<file path="src/rtl/display_pkg.sv">
// Shared definitions for the multiplexed display path: code width, message
// contents and the writer's commit FSM states.
package display_pkg;

  localparam int CHAR_W          = 4;
  localparam int MSG_LEN_DEFAULT = 16;
  localparam int MSG_IDX_W       = $clog2(MSG_LEN_DEFAULT);

  localparam logic [CHAR_W-1:0] MSG [MSG_LEN_DEFAULT] = '{
    4'h0, 4'h1, 4'h2, 4'h3, 4'h4, 4'h5, 4'h6, 4'h7,
    4'h8, 4'h9, 4'hA, 4'hB, 4'hC, 4'hD, 4'hE, 4'hF
  };

  typedef enum logic {
    IDLE = 1'b0,
    WAIT = 1'b1
  } fsm_state_e;

  // Message lookup with modulo wrap (message length is a power of two).
  function automatic logic [CHAR_W-1:0] msg_char(input int unsigned idx);
    logic [MSG_IDX_W-1:0] i;
    i = MSG_IDX_W'(idx);
    return MSG[i];
  endfunction

endpackage

</file>
<file path="src/rtl/btn_debounce.sv">
// Push-button conditioning: 2-flop synchronizer, stability counter and a
// registered one-cycle pulse on each rising edge of the debounced level.
module btn_debounce #(
  parameter int DEB_CYCLES = 500_000
) (
  input  logic clk,
  input  logic reset,
  input  logic btn_in,
  output logic pulse_out
);

  localparam int CNT_W = $clog2(DEB_CYCLES);
  localparam logic [CNT_W-1:0] CNT_LAST = CNT_W'(DEB_CYCLES - 1);

  logic [1:0]       sync_q, sync_d;
  logic             deb_q, deb_d;
  logic             deb_prev_q, deb_prev_d;
  logic             pulse_q, pulse_d;
  logic [CNT_W-1:0] cnt_q, cnt_d;
  logic             s2;

  assign s2 = sync_q[1];

  always_comb begin
    sync_d     = {sync_q[0], btn_in};
    deb_d      = deb_q;
    cnt_d      = '0;
    deb_prev_d = deb_q;
    pulse_d    = deb_q & ~deb_prev_q;
    // The level only flips after s2 has disagreed for DEB_CYCLES straight cycles.
    if (s2 != deb_q) begin
      if (cnt_q == CNT_LAST) deb_d = s2;
      else                   cnt_d = cnt_q + 1'b1;
    end
  end

  // NOTE: sequential state uses <= so every flop samples its pre-edge inputs.
  always_ff @(posedge clk or posedge reset) begin
    if (reset) begin
      sync_q     <= '0;
      deb_q      <= 1'b0;
      deb_prev_q <= 1'b0;
      pulse_q    <= 1'b0;
      cnt_q      <= '0;
    end else begin
      sync_q     <= sync_d;
      deb_q      <= deb_d;
      deb_prev_q <= deb_prev_d;
      pulse_q    <= pulse_d;
      cnt_q      <= cnt_d;
    end
  end

  assign pulse_out = pulse_q;

endmodule

</file>
<file path="src/rtl/msg_scroll_writer.sv">
// Scrolling-message writer: advances a 4-character window over the message on
// button or auto tick, committing only on the scanner's frame boundary.
module msg_scroll_writer
  import display_pkg::*;
#(
  parameter int MSG_LEN    = MSG_LEN_DEFAULT,
  parameter int TICK_DIV   = 25_000_000,
  parameter int DEB_CYCLES = 500_000
) (
  input  logic                       clk,
  input  logic                       reset,
  input  logic                       step_btn,
  input  logic                       auto_mode,
  input  logic                       frame_done,
  output logic [CHAR_W-1:0]          char3,
  output logic [CHAR_W-1:0]          char2,
  output logic [CHAR_W-1:0]          char1,
  output logic [CHAR_W-1:0]          char0,
  output logic [$clog2(MSG_LEN)-1:0] ptr,
  output logic                       pending
);

  localparam int PTR_W  = $clog2(MSG_LEN);
  localparam int TICK_W = $clog2(TICK_DIV);
  localparam logic [TICK_W-1:0] TICK_LAST = TICK_W'(TICK_DIV - 1);

  typedef logic [3:0][CHAR_W-1:0] window_t;

  // Element 3 is the leftmost digit, so window[3] = MSG[p].
  function automatic window_t window_at(input logic [PTR_W-1:0] p);
    window_t          w;
    logic [PTR_W-1:0] idx;
    for (int k = 0; k < 4; k++) begin
      idx      = p + PTR_W'(k);
      w[3 - k] = msg_char(32'(idx));
    end
    return w;
  endfunction

  logic              step_req;
  logic              tick;
  logic              step_ev;
  logic [TICK_W-1:0] tcnt_q, tcnt_d;
  fsm_state_e        state_q, state_d;
  logic [PTR_W-1:0]  ptr_q, ptr_d;
  window_t           win_q, win_d;

  btn_debounce #(
    .DEB_CYCLES(DEB_CYCLES)
  ) u_btn_debounce (
    .clk      (clk),
    .reset    (reset),
    .btn_in   (step_btn),
    .pulse_out(step_req)
  );

  assign tick    = auto_mode && (tcnt_q == TICK_LAST);
  assign step_ev = step_req | tick;

  // NOTE: every always_comb output gets a default first, so no path infers a latch.
  always_comb begin
    tcnt_d = '0;
    if (auto_mode && !tick) tcnt_d = tcnt_q + 1'b1;
  end

  always_comb begin
    state_d = state_q;
    ptr_d   = ptr_q;
    win_d   = win_q;
    if (state_q == IDLE) begin
      if (step_ev) state_d = WAIT;
    end else if (frame_done) begin
      // A fresh event arriving with the commit re-arms instead of being lost.
      ptr_d   = ptr_q + 1'b1;
      win_d   = window_at(ptr_d);
      state_d = step_ev ? WAIT : IDLE;
    end
  end

  always_ff @(posedge clk or posedge reset) begin
    if (reset) begin
      tcnt_q  <= '0;
      state_q <= IDLE;
      ptr_q   <= '0;
      win_q   <= window_at('0);
    end else begin
      tcnt_q  <= tcnt_d;
      state_q <= state_d;
      ptr_q   <= ptr_d;
      win_q   <= win_d;
    end
  end

  assign char3   = win_q[3];
  assign char2   = win_q[2];
  assign char1   = win_q[1];
  assign char0   = win_q[0];
  assign ptr     = ptr_q;
  assign pending = (state_q == WAIT);

endmodule
</file>
<file path="config.mk">
export PLATFORM = sky130hd
export DESIGN_NAME = msg_scroll_writer
export DESIGN_NICKNAME = d
export VERILOG_FILES = /design/src/rtl/display_pkg.sv /design/src/rtl/btn_debounce.sv /design/src/rtl/msg_scroll_writer.sv
export SDC_FILE = /design/constraint.sdc
export NUM_CORES = 1
export LEC_CHECK = 0
export ABC_AREA = 1
export CAP_MARGIN = 20
export CORE_MARGIN = 2
export CORE_UTILIZATION = 40
export CTS_BUF_LIST = sky130_fd_sc_hd__clkbuf_4
export CTS_CLUSTER_SIZE = 24
export DETAILED_ROUTE_END_ITERATION = 8
export GPL_ROUTABILITY_DRIVEN = 0
export GPL_TIMING_DRIVEN = 0
export PLACE_DENSITY = 0.56
export SLEW_MARGIN = 20
export SYNTH_ARGS = -nofsm -noshare
export SYNTH_HDL_FRONTEND = slang
export SYNTH_SLANG_ARGS = --single-unit
</file>
<file path="constraint.sdc">
create_clock -name clk -period 2.1 [get_ports clk]
set_clock_uncertainty 0.1 [all_clocks]
set_input_delay 0.21 -clock clk [delete_from_list [all_inputs] [get_ports clk]]
set_output_delay 0.21 -clock clk [all_outputs]
set_load 0.01 [all_outputs]
</file>
== After elaboration in Yosys (flattened, before gate mapping) ==
Memories as Yosys holds them, arrays and structs flattened. A register that Yosys moved wholly into a read port is not among the register bits.
Cells that the tools add are included.
Word-level totals
  bits in registers: 54
  memory bits (read-only): 256
  input bits: 5
  output and inout port bits: 21
  word-level logic and storage cells: 39
  memories: 4
Memories
  (no name shown): depth 16, bits a word 4, rd ports 1, clocked after memory_dff 1, write ports 0, RTL line display_pkg.sv:23  | return MSG[i];
  (no name shown): depth 16, bits a word 4, rd ports 1, clocked after memory_dff 1, write ports 0, RTL line display_pkg.sv:23
  (no name shown): depth 16, bits a word 4, rd ports 1, clocked after memory_dff 1, write ports 0, RTL line display_pkg.sv:23
  (no name shown): depth 16, bits a word 4, rd ports 1, clocked after memory_dff 1, write ports 0, RTL line display_pkg.sv:23
Cells by class
  add/subtract/negate cells: 6
  equality and inequality tests: 3
  muxes and demuxes: 6
  bitwise logic cells: 7
  reduce and logical (&&, ||, !) cells: 5
Operators with widths (number)
  $mux 19: 2
  $add 25x1->25 const B: 1
  $eq 25x25->1 const B: 1
  $mux 25: 1
  $not 4->5: 4
  $add 19x1->19 const B: 1
  $eq 19x19->1 const B: 1
  $add 4x1->4 const B: 2
  $add 4x2->4 const B: 2
  $reduce_and 2->1: 2
  $mux 1: 3
  $logic_and 1x1->1: 2
  $and 1x1->1: 1
  $logic_not 1->1: 1
  $ne 1x1->1: 1
  $not 1->1: 1
  $or 1x1->1: 1

== Logic depth before layout (Yosys ltp) ==
Gate-level depths: netlist of the first run.
  depth in word-level cells: 6
  gate-level depth with buffers: 10
  depth with buffers taken out: 10

== By module ==
From an unflattened synthesis of the first run, not the netlist that was laid out.
Unflattened totals
  cell total of the unflattened synthesis: 443
  area total of the unflattened synthesis: 3505.9 um2
Modules (own cells, without submodules)
  msg_scroll_writer: instances 1, cells an instance 289, area an instance 2215.9 um2, sequential area each 1004.7 um2
  btn_debounce: instances 1, cells an instance 154, area an instance 1290.0 um2, sequential area each 600.6 um2

== Worst setup path after synthesis of the first run ==
No wires, ideal clock.
  path kind: flip-flop to flip-flop
  from: reg, netlist name char3[0]
  to: reg win_q, in the netlist char2[3]
  library setup time: 0.127 ns
  data arrival time: 1.533 ns
  required time: 1.873 ns
  slack: 0.339 ns
  cell stages (with the launch flop): 11
  path buffers: 0
  clock period less this slack: 1.761 ns
  cells stage by stage: dfrtp_1 ha_1 xnor2_1 inv_1 ha_1 inv_1 nor2_1 nand2_1 nand2_1 nand2_1 o21ai_0
RTL lines
  end: declaration: RTL line msg_scroll_writer.sv:46  | window_t win_q, win_d;

== Worst setup path in the final report of the first run ==
  from: reg win_q, in the netlist char2[0]
  to: out char2[0]
RTL lines
  end: declaration: RTL line msg_scroll_writer.sv:16  | output logic [CHAR_W-1:0] char2,
No word-level cell between the ends.

==> impl_metrics.json, run 1 <==
{
  "grt.met2_usage": 0.289,
  "synth_common_cells": "nand2_1, nor2_1, dfrtp_1",
  "fin_crit_ps": 1890,
  "post_synth_num_cell_types": 28,
  "ctsLongestPathBuffers": 2,
  "final-hold-violation-count": 0,
  "cts-hold-fix-buffers": 0,
  "std_cell_rows": 33,
  "grt_pass1_vias": 2814,
  "end_kind": "output port",
  "vias_per_cell": 4.66,
  "final_net_count": 505,
  "dr.first_iter.drc_count": 136,
  "grt.total_usage": 0.179,
  "max_freq_ghz": 0.529,
  "number_of_top_level_pins": 26,
  "regArea_um2": 1610,
  "run_status": "finished, final reports clean",
  "layoutNonFillerInstCount": 604,
  "worst_slew_pin_slew_ps": 840,
  "dp_hpwl_um": 5500,
  "nFillCells": 865,
  "yosysMostFrequentCell": "nand2_1",
  "antenna_found_initial": 0,
  "cp_data_arrival_time_ps": 1580,
  "firstDrtPassIters": 4,
  "synth_warnings": 0,
  "place.detailed.instances": 588,
  "slew_violations": 0,
  "post_detailed_routing_wire_length_um": 7250,
  "drv.max_cap_violation_count": 0,
  "top_cell_type_by_total_area_after_synthesis": "dfrtp_1",
  "vias": 2815,
  "synth_area_leaders": "dfrtp_1, nand2_1, nor2_1",
  "insertedDiodeCount": 0,
  "layout.cell_area.non_filler_um2": 3990,
  "design.die.area_um2": 9290,
  "hold_path.class": "in -> async",
  "yosysSeqAreaShare": 0.470,
  "grt_first_pass_wirelength_um": 12800,
  "slew_headroom": 0.436,
  "post-synth-top-area-fraction": 0.447,
  "drcViolationCount": 0,
  "postPlaceCellArea_um2": 3820,
  "min_period_over_period": 0.900,
  "syn_area_um2": 3410,
  "power.total_mw": 2.30,
  "die_w_um": 96.4,
  "worst-setup-path-type": "reg -> out",
  "power_density_nw_per_um2": 576,
  "grt_max_degree": 40,
  "cts_tree": "done",
  "worst_setup_path_start_kind": "flop",
  "worst_voltage_drop_across_the_vdd_grid_mv": 0.291,
  "flow.area_growth_from_synthesis_pct": 16.8,
  "ys_async_sr_fraction": 1.00,
  "synth_seq_cells": 64,
  "synthesis.instances": 457,
  "fp.dieH_um": 96.4,
  "buffer_ports.inserted": 25,
  "critPathRequiredTime_ps": 1790,
  "timing.critical_path.fanout_max": 3,
  "use_met3": 0.0396,
  "detail-route-antenna-nets": 0,
  "critical-path-max-stage-delay_ps": 560,
  "rsz0062_at_grt": "false",
  "clock-sinks": 64,
  "cts_root_buf": "clkbuf_4",
  "grt-busiest-layer": "met2",
  "start_util": 0.413,
  "numCtsBuffers": 9,
  "synth.avg_cell_area_um2": 7.47,
  "layout-drive-gt1-share": 0.0701,
  "globalRoute.totalOverflow": 0,
  "globalRouteMet1Util": 0.236,
  "routed_wire_length_per_instance_um": 12.0,
  "crit_path_top_delay_cell": "dfstp_2",
  "cp_cell_sequence": "buf_4 > clkdlybuf4s50_1",
  "clk_latency_worst_skew_pair_ps": 400,
  "multiInputGateArea_um2": 1580,
  "clk_slew_on_worst_s_h_paths_ps": 120,
  "ctsHtreeMaxLevel": 3,
  "setup_viol": 0,
  "core_region_area_um2": 8260,
  "synth.net_count": 468,
  "synth-edff-count": 0,
  "yosys_most_used_dff": "dfrtp_1",
  "power_leakage_nw": 1.76
}
[timing repair]
action / 4_1_cts / 5_1_grt
setup endpoints to repair: 0 / 1
buffers inserted: 0 / 0
gates resized for setup: 0 / 2
[critical path, delay by kind of cell (launching register included)]
family | cells | cell delay (ps)
DFF | 1 | 560
buffers and inverters | 2 | 620
[power breakdown]
group	internal, mW	switching (mW)
sequential	1.24	0.00969
clock	0.486	0.482
combinational	0.0262	0.0512
total	1.76	0.543
[path summary, 6_finish.rpt]
check	startpoint	end	slack (ps)	cells after the start
worst max register to register	char3[1]	char2[3]	270	10
max in group asynchronous	reset	char0[1]	1310	3
worst min-delay path	reset	u_btn_debounce.cnt_q[14]	20	2
worst min register to register	u_btn_debounce.sync_q[0]	u_btn_debounce.sync_q[1]	260	0
worst max-delay path	char2[0]	char2[0]	210	2
min in group clk	step_btn	u_btn_debounce.sync_q[0]	140	1
[final cells by class]
cell class | instances | area share
Tap cell | 105 | 0.0329
Inverter | 42 | 0.0402
Clock inverter | 7 | 0.0235
Multi-Input combinational cell | 341 | 0.397
Buffer | 10 | 0.0188
Timing Repair Buffer | 26 | 0.0678
Clock buffer | 9 | 0.0169
Sequential cell | 64 | 0.403
[metal layers]
layer  share of wire  wire length, um
met1            0.49             3530
met2            0.48             3460
met3           0.023              166
met4           0.012               87
met5               0                0
[stage by stage]
stage	util	worst slack (ps)	hold slack, ps	TNS (ps)
global placement	0.460	-1010	233	-62440
detailed placement	0.462	153	240	0
floorplan	-	197	141	0
finish	0.483	209	18.0	0
CTS	0.482	122	0.181	0
global route	0.483	56.1	26.8	0
[cells in the final DEF (no fill, tap or decap), types with 2 or more instances in the layout]
| master | n |
|---|---|
| dfrtp_1 | 60 |
| buf_4 | 6 |
| nand3b_1 | 2 |
| xor2_1 | 16 |
| inv_1 | 40 |
| bufinv_16 | 2 |
| nor2_1 | 109 |
| dfstp_2 | 3 |
| o21bai_1 | 3 |
| nor3_1 | 4 |
| clkdlybuf4s50_1 | 25 |
| ha_1 | 6 |
| buf_6 | 2 |
| nand3_1 | 27 |
| clkinv_1 | 2 |
| clkbuf_1 | 2 |
| nand2_1 | 134 |
| o21a_1 | 2 |
| nand4_1 | 4 |
| o21ai_0 | 15 |
| inv_6 | 2 |
| nor2_2 | 2 |
| xnor2_1 | 5 |
| a21oi_1 | 4 |
| clkbuf_4 | 9 |
[cell families after synthesis]
kind of cell	Yosys count	synth area share
buf+inv	52	0.0682
simple gates	286	0.338
compound gates	27	0.0447
fa+ha+maj	6	0.0220
flops	64	0.470
xor+xnor	22	0.0565
[flip-flops by register name (all words and copies together), names as in the netlist]
name and count:
char0 3, u_btn_debounce.deb_prev_d 1, u_btn_debounce.cnt_q 19, tcnt_q 25, char2 4, char1 3, u_btn_debounce.sync_q 2, u_btn_debounce.pulse_out 1
u_btn_debounce.deb_prev_q 1, pending 1, char3 4
No activity file was read; power rests on OpenSTA's default activity.
==> run 2, diff against run 1 <==
Settings changed: CORE_UTILIZATION 40 to 51, PLACE_DENSITY 0.56 to 0.69, SYNTH_HIERARCHICAL set to 1.
==> run 2 against run 1 <==
Critical path depth unchanged; via count down 1.1%; non-clock buffer count unchanged; setup slack worse by 2.6 ps; area after synthesis up 2.7%; synthesized cell count down 3.1%; critical path type unchanged; sequential share of layout area down 0.51 points; clock power down 4.1%; largest power group unchanged.
==> impl_metrics.json, run 2 <==
{
  "numCtsBuffers": 9,
  "power.total_mw": 2.27,
  "timing.critical_path.fanout_max": 3,
  "clk_latency_worst_skew_pair_ps": 410,
  "yosysSeqAreaShare": 0.458,
  "grt_pass1_vias": 2619,
  "antenna_found_initial": 0,
  "slew_headroom": 0.397,
  "compound_gate_fraction_of_synth_area": 0.0357,
  "synth_xor_xnor_area_share": 0.0696,
  "routed_wire_length_per_instance_um": 12.0,
  "dp_hpwl_um": 5110,
  "synth.net_count": 454,
  "critPathRequiredTime_ps": 1790,
  "globalRoute.totalOverflow": 0,
  "layout-drive-gt1-share": 0.132,
  "layoutNonFillerInstCount": 565,
  "drv.max_cap_violation_count": 0,
  "final-hold-violation-count": 0,
  "syn_area_um2": 3510,
  "min_period_over_period": 0.902,
  "vias": 2783,
  "clock-sinks": 64,
  "worst_slew_pin_slew_ps": 903,
  "worst_voltage_drop_across_the_vdd_grid_mv": 0.284,
  "ctsHtreeMaxLevel": 3,
  "synth_common_cells": "nand2_1, nor2_1, dfrtp_1",
  "reg_top3": "tcnt_q x25, u_btn_debounce/cnt_q x19",
  "hold_path.class": "in -> async",
  "end_kind": "output port",
  "fin_crit_ps": 1890,
  "synth_area_leaders": "dfrtp_1, nand2_1, nor2_1",
  "grt.total_usage": 0.202,
  "critical-path-top-delay-family": "buffers and inverters",
  "worst-setup-path-type": "reg -> out",
  "crit_path_top_delay_cell": "dfstp_2",
  "number_of_flip_flops_in_the_largest_register": 25,
  "vias_per_cell": 4.93,
  "crit_path_buffers_inverters": 2,
  "synth-edff-count": 0,
  "flow.area_growth_from_synthesis_pct": 15.2,
  "place.detailed.instances": 549,
  "regToRegStartpoint": "char3[0]",
  "post_detailed_routing_wire_length_um": 6760,
  "die_w_um": 86.9,
  "design.die.area_um2": 7550,
  "post_synth_num_cell_types": 32,
  "muxShareOfSynthArea": 0,
  "max_freq_ghz": 0.528,
  "ys_async_sr_fraction": 1.00,
  "grt_first_pass_wirelength_um": 11900,
  "yosysMostFrequentCell": "nand2_1",
  "cts-hold-fix-buffers": 0,
  "synth_top_family_by_area": "simple AND/OR/NAND/NOR gates",
  "top_register_by_number_of_flip_flops": "tcnt_q",
  "rsz0062_at_grt": "false",
  "cts_post_setup_buffers_inserted": 0,
  "firstDrtPassIters": 4,
  "final_net_count": 491,
  "nFillCells": 607,
  "detail-route-antenna-nets": 0,
  "top_cell_type_by_total_area_after_synthesis": "dfrtp_1",
  "postcts_resize_cnt": 0,
  "cts_tree": "done",
  "start_util": 0.522,
  "synth-simple-area-share": 0.346,
  "synth-adder-area-share": 0.0214,
  "reg2reg_depth": 9,
  "setup_viol": 0,
  "ff2ff_setup_slack_ps": 290,
  "yosys_most_used_dff": "dfrtp_1",
  "cp_data_arrival_time_ps": 1580,
  "fp.dieH_um": 86.9,
  "fin_ws_ps": 207,
  "insertedDiodeCount": 0,
  "grt_max_degree": 25,
  "worst_r2r_endpoint": "char0[3]",
  "layout.cells.most_common_list": "nand2_1, nor2_1, dfrtp_1",
  "synth_seq_cells": 64,
  "worst_setup_path_start_kind": "flop",
  "synthesis.instances": 443,
  "dp_worst_setup_slack_ps": 188,
  "drcViolationCount": 0,
  "clk_slew_on_worst_s_h_paths_ps": 110,
  "synth_warnings": 6,
  "run_status": "finished, final reports clean",
  "cts_root_buf": "clkbuf_4",
  "slew_violations": 0,
  "number_of_top_level_pins": 26,
  "synth.avg_cell_area_um2": 7.91,
  "dr.first_iter.drc_count": 107,
  "buffer_ports.inserted": 25,
  "cp_cell_sequence": "buf_4 > clkdlybuf4s50_1",
  "power_density_nw_per_um2": 561,
  "core_region_area_um2": 6720,
  "std_cell_rows": 30,
  "critical-path-max-stage-delay_ps": 560,
  "power_leakage_nw": 1.74,
  "ctsLongestPathBuffers": 2,
  "final_common_cell": "nand2_1",
  "post-synth-top-area-fraction": 0.435
}
[run 2: cell count changes after synthesis, sizes merged, moves of 2 or more]
cell,change
a21oi,+3
nand2,-8
nor2,-5
nor3,-3
nor3b,+2
o21ai,-5
xnor2,+3
xor2,+2
[run 2: how the worst max path moves through the flow]
stage / endpoint / cells after the start / startpoint
global route: char0[3] / 9 / char3[0]
detailed placement: char0[3] / 9 / char3[0]
global placement: tcnt_q[5] / 2 / reset
finish: char2[0] / 2 / char2[0]
CTS: char3[0] / 2 / char3[0]
floorplan: char2[3] / 10 / char3[0]
[run 2: logic make-up (layout without fill, tap and decap cells)]
| logic type | Yosys count | count (layout) |
|---|---|---|
| fa+ha+maj | 6 | 6 |
| compound gates | 22 | 22 |
| simple gates | 271 | 271 |
| buf+inv | 53 | 95 |
| xor+xnor | 27 | 27 |
| flops | 64 | 64 |
[run 2: area by class of cell]
cell class              count  area (um2)  share of cell area
inverters                  43         161              0.0400
repair buffers             26         278              0.0688
flip-flops and latches     64        1610               0.398
well taps                  80         100              0.0248
multi-input cells         326        1660               0.410
plain buffers              10        82.6              0.0204
clock inverters             7        86.3              0.0214
clock buffers               9        67.6              0.0167
[run 2: report_power, final]
part           total (mW)  switching [mW]  internal, mW
registers            1.25          0.0108          1.24
clock network       0.928           0.455         0.472
logic              0.0835          0.0538        0.0297
total                2.27           0.520          1.75
[run 2: metrics by stage]
| stage | hold slack [ps] | instance area, um2 | TNS (ps) | utilization |
|---|---|---|---|---|
| floorplan | 125 | 3510 | 0 | - |
| global placement | 238 | 3860 | -1070 | 0.574 |
| detailed placement | 246 | 3880 | 0 | 0.578 |
| CTS | 19.8 | 4040 | 0 | 0.601 |
| global route | 50.9 | 4040 | 0 | 0.601 |
| finish | 16.6 | 4040 | 0 | 0.601 |
[run 2: per-layer routing]
| layer | vias to the layer above | global-route usage | wire [um] |
|---|---|---|---|
| met1 | 1300 | 0.267 | 3240 |
| met5 | - | 0 | 0 |
| li1 | 1433 | - | - |
| met3 | 12 | 0.0341 | 162 |
| met4 | 0 | 0.0923 | 127 |
| met2 | 38 | 0.326 | 3230 |
==> run 3, diff against run 2 <==
--- a/config.mk
+++ b/config.mk
@@ -9,6 +9,5 @@
 export CAP_MARGIN = 20
-export CORE_MARGIN = 2
 export CORE_UTILIZATION = 51
 export CTS_BUF_LIST = sky130_fd_sc_hd__clkbuf_4
-export CTS_CLUSTER_SIZE = 24
+export CTS_CLUSTER_SIZE = 20
 export DETAILED_ROUTE_END_ITERATION = 8
--- a/constraint.sdc
+++ b/constraint.sdc
@@ -4,2 +4,2 @@
 set_output_delay 0.21 -clock clk [all_outputs]
-set_load 0.01 [all_outputs]
+set_load 0.005 [all_outputs]
==> run 3 against run 2 <==
The run now ends with design-rule violations left; fmax down 0.14%; critical path depth up 7; sequential share of layout area up 0.18 points; core utilization up 1.7 points; final cell count down 0.35%; hold slack better by 110 ps; critical path type is now reg -> reg; largest power group unchanged; highest routed layer unchanged.
==> impl_metrics.json, run 3 (same netlist as run 2, synthesis figures left out) <==
{
  "clock-sinks": 64,
  "final_common_cell": "nand2_1",
  "grt_first_pass_wirelength_um": 12200,
  "final-hold-violation-count": 0,
  "routed_wire_length_per_instance_um": 12.2,
  "critical-path-max-stage-delay_ps": 510,
  "worst_slew_pin_slew_ps": 910,
  "postcts_resize_cnt": 0,
  "grt_max_degree": 26,
  "vias_per_cell": 5.02,
  "drcViolationCount": 3,
  "cp_cell_sequence": "inv_1 > ha_1 > inv_1 > ha_1 > inv_1 > nand2_1 > o21ai_0 > nand2_1 > nand2_1",
  "timing.hold.ws_ps": 123,
  "firstDrtPassIters": 7,
  "post_detailed_routing_wire_length_um": 6890,
  "ctsLongestPathBuffers": 2,
  "dr.first_iter.drc_count": 196,
  "power_density_nw_per_um2": 540,
  "cp_data_arrival_time_ps": 2160,
  "regToRegStartpoint": "char3[0]",
  "min_period_over_period": 0.903,
  "die_w_um": 84.9,
  "numCtsBuffers": 9,
  "fp.dieH_um": 84.9,
  "std_cell_rows": 29,
  "ff2ff_setup_slack_ps": 200,
  "grt_pass1_vias": 2630,
  "place.detailed.instances": 546,
  "detail-route-antenna-nets": 0,
  "layout-drive-gt1-share": 0.132,
  "insertedDiodeCount": 0,
  "power.total_mw": 2.17,
  "globalRoute.totalOverflow": 0,
  "slew_violations": 0,
  "vias": 2824,
  "hold_path_startpoint": "step_btn",
  "end_kind": "flop",
  "core_region_area_um2": 6490,
  "design.die.area_um2": 7210,
  "hold_path.class": "in -> reg",
  "reg_top3": "tcnt_q x25, u_btn_debounce/cnt_q x19",
  "grt.total_usage": 0.217,
  "reg2reg_depth": 9,
  "crit_path_top_delay_cell": "dfrtp_1",
  "final_net_count": 492,
  "buffer_ports.inserted": 25,
  "worst_r2r_endpoint": "char0[3]",
  "run_status": "finished with violations",
  "worst_setup_path_start_kind": "flop",
  "power_leakage_nw": 1.73,
  "fin_crit_ps": 1900,
  "critPathRequiredTime_ps": 2370,
  "timing.critical_path.fanout_max": 8,
  "layout.cells.most_common_list": "nand2_1, nor2_1, dfrtp_1",
  "layoutNonFillerInstCount": 563,
  "min_delay_worst_endpoint": "u_btn_debounce/sync_q[0]",
  "top_register_by_number_of_flip_flops": "tcnt_q",
  "start_util": 0.540,
  "setup_viol": 0,
  "number_of_top_level_pins": 26,
  "rsz0062_at_grt": "false",
  "failed_checks": "design-rule violations",
  "worst-setup-path-type": "reg -> reg",
  "clk_latency_worst_skew_pair_ps": 420,
  "worst_voltage_drop_across_the_vdd_grid_mv": 0.429,
  "flow.area_growth_from_synthesis_pct": 14.6,
  "cts_root_buf": "clkbuf_4",
  "final_util": 0.619,
  "critical-path-top-delay-family": "adder cells",
  "cts_tree": "done",
  "clk_slew_on_worst_s_h_paths_ps": 110,
  "ctsHtreeMaxLevel": 3,
  "worst_hold_path.num_cells": 1,
  "final.setup.tns_ps": 0,
  "max_freq_ghz": 0.527,
  "antenna_found_initial": 0,
  "dp_hpwl_um": 5110,
  "number_of_flip_flops_in_the_largest_register": 25,
  "crit_path_buffers_inverters": 3,
  "drv.max_cap_violation_count": 0,
  "slew_headroom": 0.392
}
-- run 3: cell types whose count changed in the layout (fill, tap and decap cells not counted) --
cell and change:
clkinv_1 -1, buf_12 +1, dlygate4sd3_1 +1, dfrtp_2 -1, clkinvlp_4 +1, bufinv_16 -1, buf_16 -1, clkbuf_4 +1
dfrtp_1 +1
-- run 3: how the worst max path moves through the flow --
| stage | start | endpoint | slack, ps | depth (start not counted) |
|---|---|---|---|---|
| after floorplan | char3[0] | char0[3] | 400 | 9 |
| after global placement | reset | tcnt_q[9] | -20 | 2 |
| after detailed placement | char3[0] | char0[3] | 230 | 9 |
| after CTS | char3[0] | char0[3] | 200 | 9 |
| after global routing | char3[0] | char2[3] | 10 | 10 |
| final | char3[0] | char0[3] | 200 | 9 |
-- run 3: metal layers --
metal | GRT usage | routed length [um]
met1 | 0.291 | 3320
met2 | 0.350 | 3210
met3 | 0.0321 | 214
met4 | 0.100 | 144
met5 | 0 | 0
-- run 3: what timing repair did --
action | CTS | global route
buffers inserted | 0 | 0
hold endpoints to repair | 1 | 0
hold buffers | 1 | 0
-- run 3: final cells by class --
cell class	count	area, um2
clock buffers	10	75.1
fillers	564	2480
repair buffers	27	280
plain buffers	10	82.6
clock inverters	6	60.1
multi-input cells	326	1660
well taps	77	96.3
flip-flops and latches	64	1610
inverters	43	161
-- run 3: stage by stage --
| stage | instance area [um2] | setup WS, ps |
|---|---|---|
| finish | 4020 | 204 |
| floorplan | 3510 | 405 |
| CTS | 4020 | 201 |
| detailed placement | 3870 | 227 |
| global route | 4020 | 14.1 |
| global placement | 3850 | -22.4 |
-- run 3: power breakdown --
part	internal (mW)	switching [mW]	total, mW
Clock	0.369	0.462	0.831
Combinational	0.0292	0.0540	0.0832
Sequential	1.24	0.0106	1.25
